[src/rtl/instr_fetch.sv]
// instr_fetch: fetch stage. Owns the PC, issues word reads to instruction memory and
// buffers returned words with their addresses in a DEPTH-entry FIFO for decode.
// Ports:
//   clk, rst_n                       clock, asynchronous active-low reset
//   imem_req/imem_addr/imem_ready    request channel (req & ready = issue)
//   imem_rvalid/imem_rdata           in-order responses, one per issued request
//   redirect_valid/redirect_pc       PC redirect from execute; flushes wrong-path words
//   instr_valid/instr_ready          handshake to decode (valid & ready = pop)
//   instr/instr_pc                   head-of-FIFO instruction word and its address
module instr_fetch #(
  parameter logic [31:0] RESET_PC = 32'h0000_0000,
  parameter int unsigned DEPTH    = 2
) (
  input  logic        clk,
  input  logic        rst_n,
  output logic        imem_req,
  output logic [31:0] imem_addr,
  input  logic        imem_ready,
  input  logic        imem_rvalid,
  input  logic [31:0] imem_rdata,
  input  logic        redirect_valid,
  input  logic [31:0] redirect_pc,
  output logic        instr_valid,
  input  logic        instr_ready,
  output logic [31:0] instr,
  output logic [31:0] instr_pc
);

  localparam int unsigned CW = $clog2(DEPTH + 1);
  localparam int unsigned PW = (DEPTH > 1) ? $clog2(DEPTH) : 1;
  localparam logic [CW:0] DEPTH_W = (CW + 1)'(DEPTH);

  function automatic logic [PW-1:0] ptr_inc(input logic [PW-1:0] p);
    if (p == PW'(DEPTH - 1)) return '0;
    return p + PW'(1);
  endfunction

  // Architectural state
  logic [31:0]   pc_q, pc_d;
  logic [CW-1:0] count_q, count_d;
  logic [CW-1:0] outstanding_q, outstanding_d;
  logic [CW-1:0] drop_q, drop_d;
  logic [PW-1:0] fifo_head_q, fifo_head_d;
  logic [PW-1:0] fifo_tail_q, fifo_tail_d;
  logic [PW-1:0] infl_head_q, infl_head_d;
  logic [PW-1:0] infl_tail_q, infl_tail_d;

  // Storage: FIFO payload and the PC of each request still in flight
  logic [31:0] fifo_word_q [DEPTH];
  logic [31:0] fifo_pc_q   [DEPTH];
  logic [31:0] infl_pc_q   [DEPTH];

  logic [CW:0] in_use;
  logic        issue;
  logic        resp_drop;
  logic        resp_keep;
  logic        pop;
  logic        unused_redirect_lsb;

  assign unused_redirect_lsb = ^redirect_pc[1:0];

  // Buffered words plus in-flight requests bound the credit for new requests,
  // so every response is guaranteed a FIFO slot when it lands.
  assign in_use    = {1'b0, count_q} + {1'b0, outstanding_q};
  assign imem_req  = rst_n && !redirect_valid && (in_use < DEPTH_W);
  assign imem_addr = pc_q;
  assign issue     = imem_req && imem_ready;

  // A response is wrong-path if older redirects still owe discards or if a
  // redirect arrives in the same cycle.
  assign resp_drop = imem_rvalid && (redirect_valid || (drop_q != '0));
  assign resp_keep = imem_rvalid && !resp_drop;

  assign instr_valid = (count_q != '0);
  assign pop         = instr_valid && instr_ready && !redirect_valid;
  assign instr       = instr_valid ? fifo_word_q[fifo_head_q] : 32'h0;
  assign instr_pc    = instr_valid ? fifo_pc_q[fifo_head_q]   : 32'h0;

  always_comb begin
    pc_d          = pc_q;
    count_d       = count_q;
    outstanding_d = outstanding_q;
    drop_d        = drop_q;
    fifo_head_d   = fifo_head_q;
    fifo_tail_d   = fifo_tail_q;
    infl_head_d   = infl_head_q;
    infl_tail_d   = infl_tail_q;

    // Requests and responses are counted regardless of redirects; the
    // in-flight PC queue stays aligned with the memory's response order.
    outstanding_d = outstanding_q + CW'(issue) - CW'(imem_rvalid);
    if (issue)       infl_tail_d = ptr_inc(infl_tail_q);
    if (imem_rvalid) infl_head_d = ptr_inc(infl_head_q);

    if (redirect_valid) begin
      pc_d        = {redirect_pc[31:2], 2'b00};
      count_d     = '0;
      fifo_head_d = '0;
      fifo_tail_d = '0;
      // Everything still in flight after this cycle's response is wrong-path.
      drop_d      = outstanding_q - CW'(imem_rvalid);
    end else begin
      if (issue) pc_d = pc_q + 32'd4;
      if (imem_rvalid && (drop_q != '0)) drop_d = drop_q - CW'(1);
      count_d = count_q + CW'(resp_keep) - CW'(pop);
      if (resp_keep) fifo_tail_d = ptr_inc(fifo_tail_q);
      if (pop)       fifo_head_d = ptr_inc(fifo_head_q);
    end
  end

  always_ff @(posedge clk or negedge rst_n) begin
    if (!rst_n) begin
      pc_q          <= RESET_PC;
      count_q       <= '0;
      outstanding_q <= '0;
      drop_q        <= '0;
      fifo_head_q   <= '0;
      fifo_tail_q   <= '0;
      infl_head_q   <= '0;
      infl_tail_q   <= '0;
    end else begin
      pc_q          <= pc_d;
      count_q       <= count_d;
      outstanding_q <= outstanding_d;
      drop_q        <= drop_d;
      fifo_head_q   <= fifo_head_d;
      fifo_tail_q   <= fifo_tail_d;
      infl_head_q   <= infl_head_d;
      infl_tail_q   <= infl_tail_d;
    end
  end

  // Payload storage needs no reset: outputs are masked while the FIFO is empty.
  always_ff @(posedge clk) begin
    if (issue) infl_pc_q[infl_tail_q] <= pc_q;
    if (resp_keep) begin
      fifo_word_q[fifo_tail_q] <= imem_rdata;
      fifo_pc_q[fifo_tail_q]   <= infl_pc_q[infl_head_q];
    end
  end

endmodule

[config.mk]
export PLATFORM = sky130hd
export DESIGN_NAME = instr_fetch
export DESIGN_NICKNAME = d
export VERILOG_FILES = /design/src/rtl/instr_fetch.sv
export SDC_FILE = /design/constraint.sdc
export NUM_CORES = 1
export LEC_CHECK = 0
export BUFFER_PORTS_ARGS = -buffer_cell sky130_fd_sc_hd__buf_2
export CAP_MARGIN = 10
export CELL_PAD_IN_SITES_DETAIL_PLACEMENT = 1
export CELL_PAD_IN_SITES_GLOBAL_PLACEMENT = 1
export CORE_UTILIZATION = 41
export CTS_BUF_LIST = sky130_fd_sc_hd__clkbuf_16
export CTS_CLUSTER_DIAMETER = 100
export CTS_CLUSTER_SIZE = 10
export DETAILED_ROUTE_END_ITERATION = 10
export MAX_ROUTING_LAYER = met4
export PLACE_DENSITY_LB_ADDON = 0.1
export SKIP_LAST_GASP = 1
export SLEW_MARGIN = 10
export SYNTH_ARGS = -nofsm -noshare
export SYNTH_HDL_FRONTEND = slang
export SYNTH_SLANG_ARGS = --single-unit
[constraint.sdc]
create_clock -name clk -period 3.87 [get_ports clk]
set_input_delay 0.387 -clock clk [delete_from_list [all_inputs] [get_ports clk]]
set_output_delay 0.387 -clock clk [all_outputs]
set_load 0.02 [all_outputs]
# --- Word-level counts from Yosys, hierarchy flattened ---
# Memory sizes are Yosys's and may differ from the RTL's.
# Cells that the tools add are included.
# W data, S select, Z words.
op_classes:
  addsub: 12
  n_mul: 0
  div: 0
  n_lt_le_gt_ge: 1
  eq_ne: 0
  shifts: 0
  n_mux: 33
  n_bitwise: 0
  reduce_logical: 17
ops:
  columns: ["cell", "n"]
  rows:
  - ["$mux W32", 4]
  - ["$add A32 B3 Y32 const B", 1]
  - ["$mux W1", 26]
  - ["$reduce_bool A2 Y1", 6]
  - ["$logic_and A1 B1 Y1", 8]
  - ["$mux W2", 3]
  - ["$sub A2 B1 Y2", 3]
  - ["$add A1 B1 Y1 const B", 4]
  - ["$add A2 B1 Y2", 2]
  - ["$add A2 B2 Y3", 1]
  - ["$lt A3 B2 Y1 const B", 1]
  - ["$logic_not A1 Y1", 2]
  - ["$sub A2 B1 Y2 const B", 1]
  - ["$logic_or A1 B1 Y1", 1]
word_totals:
  reg_bits: 42
  latchBits: 0
  ramBits: 192
  rom_bits: 0
  inputBits: 70
  out_inout_bits: 98
  elab_cells: 74
  memories: 3
memory_table:
  columns: ["memory", "depth", "width", "rd", "rd_clocked_by_memory_dff", "wr", "line", "source"]
  rows:
  - ["fifo_pc_q", 2, 32, 1, 0, 1, "50", "logic [31:0] fifo_pc_q [DEPTH];"]
  - ["fifo_word_q", 2, 32, 1, 0, 1, "49", "logic [31:0] fifo_word_q [DEPTH];"]
  - ["infl_pc_q", 2, 32, 1, 0, 1, "51", "logic [31:0] infl_pc_q [DEPTH];"]

# --- Depth between registers and ports, before layout ---
depth:
  ltp_word: 10
  mapped_depth: 10
  mapped_depth_nobuf: 10

# --- Worst setup path before layout ---
# No wires, ideal clock.
synth_timing:
  path_kind: "input port to flip-flop"
  start: "input redirect_valid"
  end: "memory fifo_pc_q[0][10] (enable)"
  setup_time_ps: 482
  arrival_ps: 3623
  t_required_ps: 3388
  slack_ps: -236
  stages: 5
  path_buffers: 2
  cell_sequence: "clkbuf_1 inv_1 clkbuf_1 nand3_1 nor2_1"
synth_via:
  elab_chain_len: 6
synth_lines:
  columns: ["item", "line", "source"]
  rows:
  - ["start, declared", "21", "input logic redirect_valid,"]
  - ["$logic_or A1 B1 Y1", "71", "assign resp_drop = imem_rvalid && (redirect_valid || (drop_q != '0));"]
  - ["$logic_and A1 B1 Y1", "71", null]
  - ["$logic_not A1 Y1", "72", "assign resp_keep = imem_rvalid && !resp_drop;"]
  - ["$logic_and A1 B1 Y1", "72", null]
  - ["$mux W1", "136", "if (resp_keep) begin"]
  - ["$mux W1 (not written as such)", "138", "fifo_pc_q[fifo_tail_q] <= infl_pc_q[infl_head_q];"]
  - ["end, declared", "50", null]
# Every way passes these cells.

# --- Worst setup path in the final report ---
layout_timing:
  start: "register count_q[0]"
  end: "register pc_q[23], in the netlist imem_addr[23]"
layout_via:
  elab_chain_len: 5
layout_lines:
  columns: ["item", "line", "source"]
  rows:
  - ["start, declared", "40", "logic [CW-1:0] count_q, count_d;"]
  - ["start signal, assigned", "123", "count_q <= count_d;"]
  - ["$add A2 B2 Y3", "64", "assign in_use = {1'b0, count_q} + {1'b0, outstanding_q};"]
  - ["$lt A3 B2 Y1", "65", "assign imem_req = rst_n && !redirect_valid && (in_use < DEPTH_W);"]
  - ["$logic_and A1 B1 Y1", "65", null]
  - ["$logic_and A1 B1 Y1", "67", "assign issue = imem_req && imem_ready;"]
  - ["$reduce_bool A2 Y1 (no line)", null, null]
  - ["end signal, assigned", "122", "pc_q <= pc_d;"]
  - ["end, declared", "39", "logic [31:0] pc_q, pc_d;"]
# Every way passes these cells.
# A chain may end at the register's enable or synchronous reset.

==> impl_results.md <==
- Number of max-capacitance violations reported: 0
- Post-detailed-route DRC marker count: 0
- Status: completed
- Setup Total Neg Slack: 0 ns
- Avg Inst Size Synth: 14.8 um^2
- Clock Pin Slew Worst Setup and Hold Paths: 0.06 ns
- Worst Path Buf+Inv: 0
- Remaining number of nets flagged by the antenna check after routing: 0
- Fraction of final layout cells sized beyond drive strength 1: 0.300
- GPL Wtd Cong: about 0.83
- Final setup margin: between 1 and 1.5 ns
- Max-Slew Margin vs Limit: 0.225
- Setup repair after global routing missed its margin: false
- Cell variety after synth: 45
- Max Clock Freq: ~350 MHz
- Clock period minus final worst setup slack: between 2 and 3 ns
- Sequential element share of the synthesized area: 0.709
- CTS HTree Levels: 1
- Vias in the first global route: roughly 5,700
- Number of port buffers: ~160
- Final hold viol count: 0
- Final standard cell count with taps included and fillers excluded: between 1,000 and 1,500
- Horizontal die dimension: between 150 and 200 um
- Number of cells produced by synthesis: approximately 620
- Fillers: about 2,200
- Crit path from: count_q[0]
- Worst hold-check slack: approximately 0.065 ns
- Core region area: ~0.022 mm^2
- Crit share post-route: 0.737
- Global router's overall resource usage: 0.184
- Cell count after placement: 1,044
- Count of inserted antenna diode cells: 0
- Tightest Pin Transition: 1.16 ns
- Worst voltage drop across the vdd grid: 0.283 mV
- Crit path capture: imem_addr[23]
- Most common cell after layout, fill and taps aside: edfxtp_1
- Clock latency on the worst-skew pair: around 0.52 ns
- Stage delay of the slowest cell on the critical path: around 0.66 ns
- Reg-to-reg slack, setup: around 1.0 ns
- Number of optimization iterations in the first detailed-route pass: 6
- Cell breakdown of the critical path: and2_1 -> fa_1 -> nand4bb_4 -> or3_1 -> nor4_4 -> xor2_1 -> mux2_2
- Yosys warns: 0
- R2R depth: 7
- Post-synth design cell area: just over 0.009 mm^2
- Flop and latch count out of synthesis: 224
- Buffer depth of the longest clock path: 3
- Grt ovf: 0
- Post-Route WL: around 20 mm
- Floorplan die height: ~150 um
- Top library cells by usage in the layout, fill and taps aside: edfxtp_1 (184), buf_2 (161), nor2_1 (73)
- Setup Crit Path Kind: flip-flop to flip-flop
- Initial core utilization: 0.420
- Worst R2R Start: count_q[0]
- Number of antenna violations at the first check in global routing: 0
- Number of placement rows: 54
- First-pass GRT wire length: 32.3 mm
- Half-perimeter wire length after placement: between 10 and 15 mm
- Finish-stage setup viols: 0
- Layout area overhead: 21.1%
- Startpoint type of the worst setup path: flip-flop
- Post-layout net count: 871
- Beginning of the worst hold path: imem_rdata[19]
- Kind of end point of the critical path: flip-flop
- Starting DRT DRC Count: between 200 and 250
- Arrival @ worst endpoint: ~3.3 ns
- TritonCTS clock tree: built
- Power density normalized to cell area: 588 mW/mm^2
- Type of the most critical hold path: primary input to flip-flop
- Top Family by Delay on Critical Path: simple AND/OR/NAND/NOR gates
- Clk root buf: clkbuf_16
- Leakage: 4.24 nW
- Total setup buffers inserted after CTS: 0
- Number of I/O pins: around 170
- Via-per-instance ratio: 5.03
- Die footprint: 0.0231 mm^2
- Largest fanout on the critical path: 9
- Critical path depth: 7
- End of the worst register-to-register path: imem_addr[23]
- Slew Limit Fails: 0
- Number of buffers added by the clock tree synthesis step: 26
- Wire per inst: 18.8 um
- Slowest library cell on the worst path: or3_1
- Post-Place Setup Slack: 1.03 ns
- Req. time, crit path: between 4 and 5 ns
- Skew final: between 0.01 and 0.015 ns
- # clock sinks: between 200 and 250
- Pin count of the biggest net entering global routing: 64
- Routed via count: about 5,500
## worst min path at each step
stage,slack [ns],cells after the start,endpoint
floorplan,0.09,0,count_q[0]
global placement,0.36,1,outstanding_q[0]
detailed placement,0.36,1,drop_q[0]
CTS,0.04,1,fifo_word_q[1][10]
global route,0.05,1,fifo_word_q[0][12]
finish,0.07,1,fifo_word_q[1][19]
## where the power goes
part           total [mW]  switching (mW)  leakage (nW)  internal [mW]
combinational        1.29           0.749          1.64          0.540
clock                2.13           0.884         0.443           1.24
sequential           3.14           0.247          2.15           2.89
## cell usage after synthesis
master / number / area share
nor3_1: 12 / 0.0065
nor3_2: 2 / 0.0022
nand2_1: 47 / 0.019
o31ai_1: 1 / 0.00082
conb_1: 1 / 0.00041
clkbuf_1: 15 / 0.0061
xnor2_1: 25 / 0.024
a31oi_1: 1 / 0.00068
and3_1: 4 / 0.0027
nor4_1: 2 / 0.0014
buf_6: 1 / 0.0012
a21oi_1: 2 / 0.0011
and2_1: 4 / 0.0027
mux2i_1: 66 / 0.072
ha_1: 7 / 0.0095
o311ai_0: 1 / 0.00095
fa_1: 1 / 0.0022
nand4_2: 1 / 0.0014
nor4b_1: 1 / 0.00095
nand2b_1: 1 / 0.00068
buf_1: 10 / 0.0041
buf_2: 1 / 0.00054
nor2b_1: 1 / 0.00068
or3_1: 2 / 0.0014
nor4_4: 2 / 0.0046
and4_1: 3 / 0.0029
o211ai_1: 4 / 0.0033
edfxtp_1: 184 / 0.60
nand4_1: 7 / 0.0048
dfrtp_1: 40 / 0.11
mux2_2: 31 / 0.038
nor4_2: 1 / 0.0014
o21ai_0: 19 / 0.010
and4bb_2: 1 / 0.0014
o31a_1: 1 / 0.00095
nor2_1: 77 / 0.031
nand3_1: 12 / 0.0065
xor2_1: 7 / 0.0067
or2_2: 1 / 0.00068
buf_4: 5 / 0.0041
a21o_1: 1 / 0.00082
o21ai_1: 4 / 0.0022
a211oi_1: 1 / 0.00082
nand4bb_4: 1 / 0.0030
inv_1: 11 / 0.0045
## layer usage
layer	routed length [um]	GRT usage	up-vias
met2	10100	0.299	141
met1	9160	0.241	2713
met3	850	0.0271	31
li1	-	-	2608
met5	0	-	-
met4	414	0.0490	0
## flip-flops by register name, summed over array words and instances, names as in the netlist
signal         count
fifo_tail_q        1
infl_tail_q        1
fifo_word_q       64
fifo_head_q        1
drop_q             2
outstanding_q      2
imem_addr         30
fifo_pc_q         60
infl_pc_q         60
infl_head_q        1
count_q            2
## through the flow
step	power, mW	cell area, um^2	utilization
after floorplan	4.01	9220	-
after global placement	4.44	10400	0.474
after detailed placement	4.50	10400	0.474
after CTS	6.65	11100	0.509
after global routing	6.85	11100	0.509
final	6.55	11100	0.509
## logic make-up after synthesis
kind of cell    after synthesis  synth area share
other cells                   1          0.000407
compound gates               35            0.0219
xor+xnor                     32            0.0305
buf+inv                      43            0.0205
flops                       224             0.709
mux                          97             0.110
simple gates                182            0.0962
fa+ha+maj                     8            0.0117
## cell type report
cell class | instances | area, um^2 | share of cell area
Clock buffer | 27 | 676 | 0.0606
Timing Repair Buffer | 172 | 941 | 0.0844
Tap cell | 280 | 350 | 0.0314
Inverter | 11 | 41.3 | 0.00370
Multi-Input combinational cell | 358 | 2520 | 0.227
Sequential cell | 224 | 6530 | 0.586
Clock inverter | 21 | 83.8 | 0.00752
## timing repair
action / in CTS / in global routing
hold endpoints to repair: 13 / 0
hold buffers: 1 / 0
gates resized for setup: 0 / 0
(Power assumes the default switching activity.)
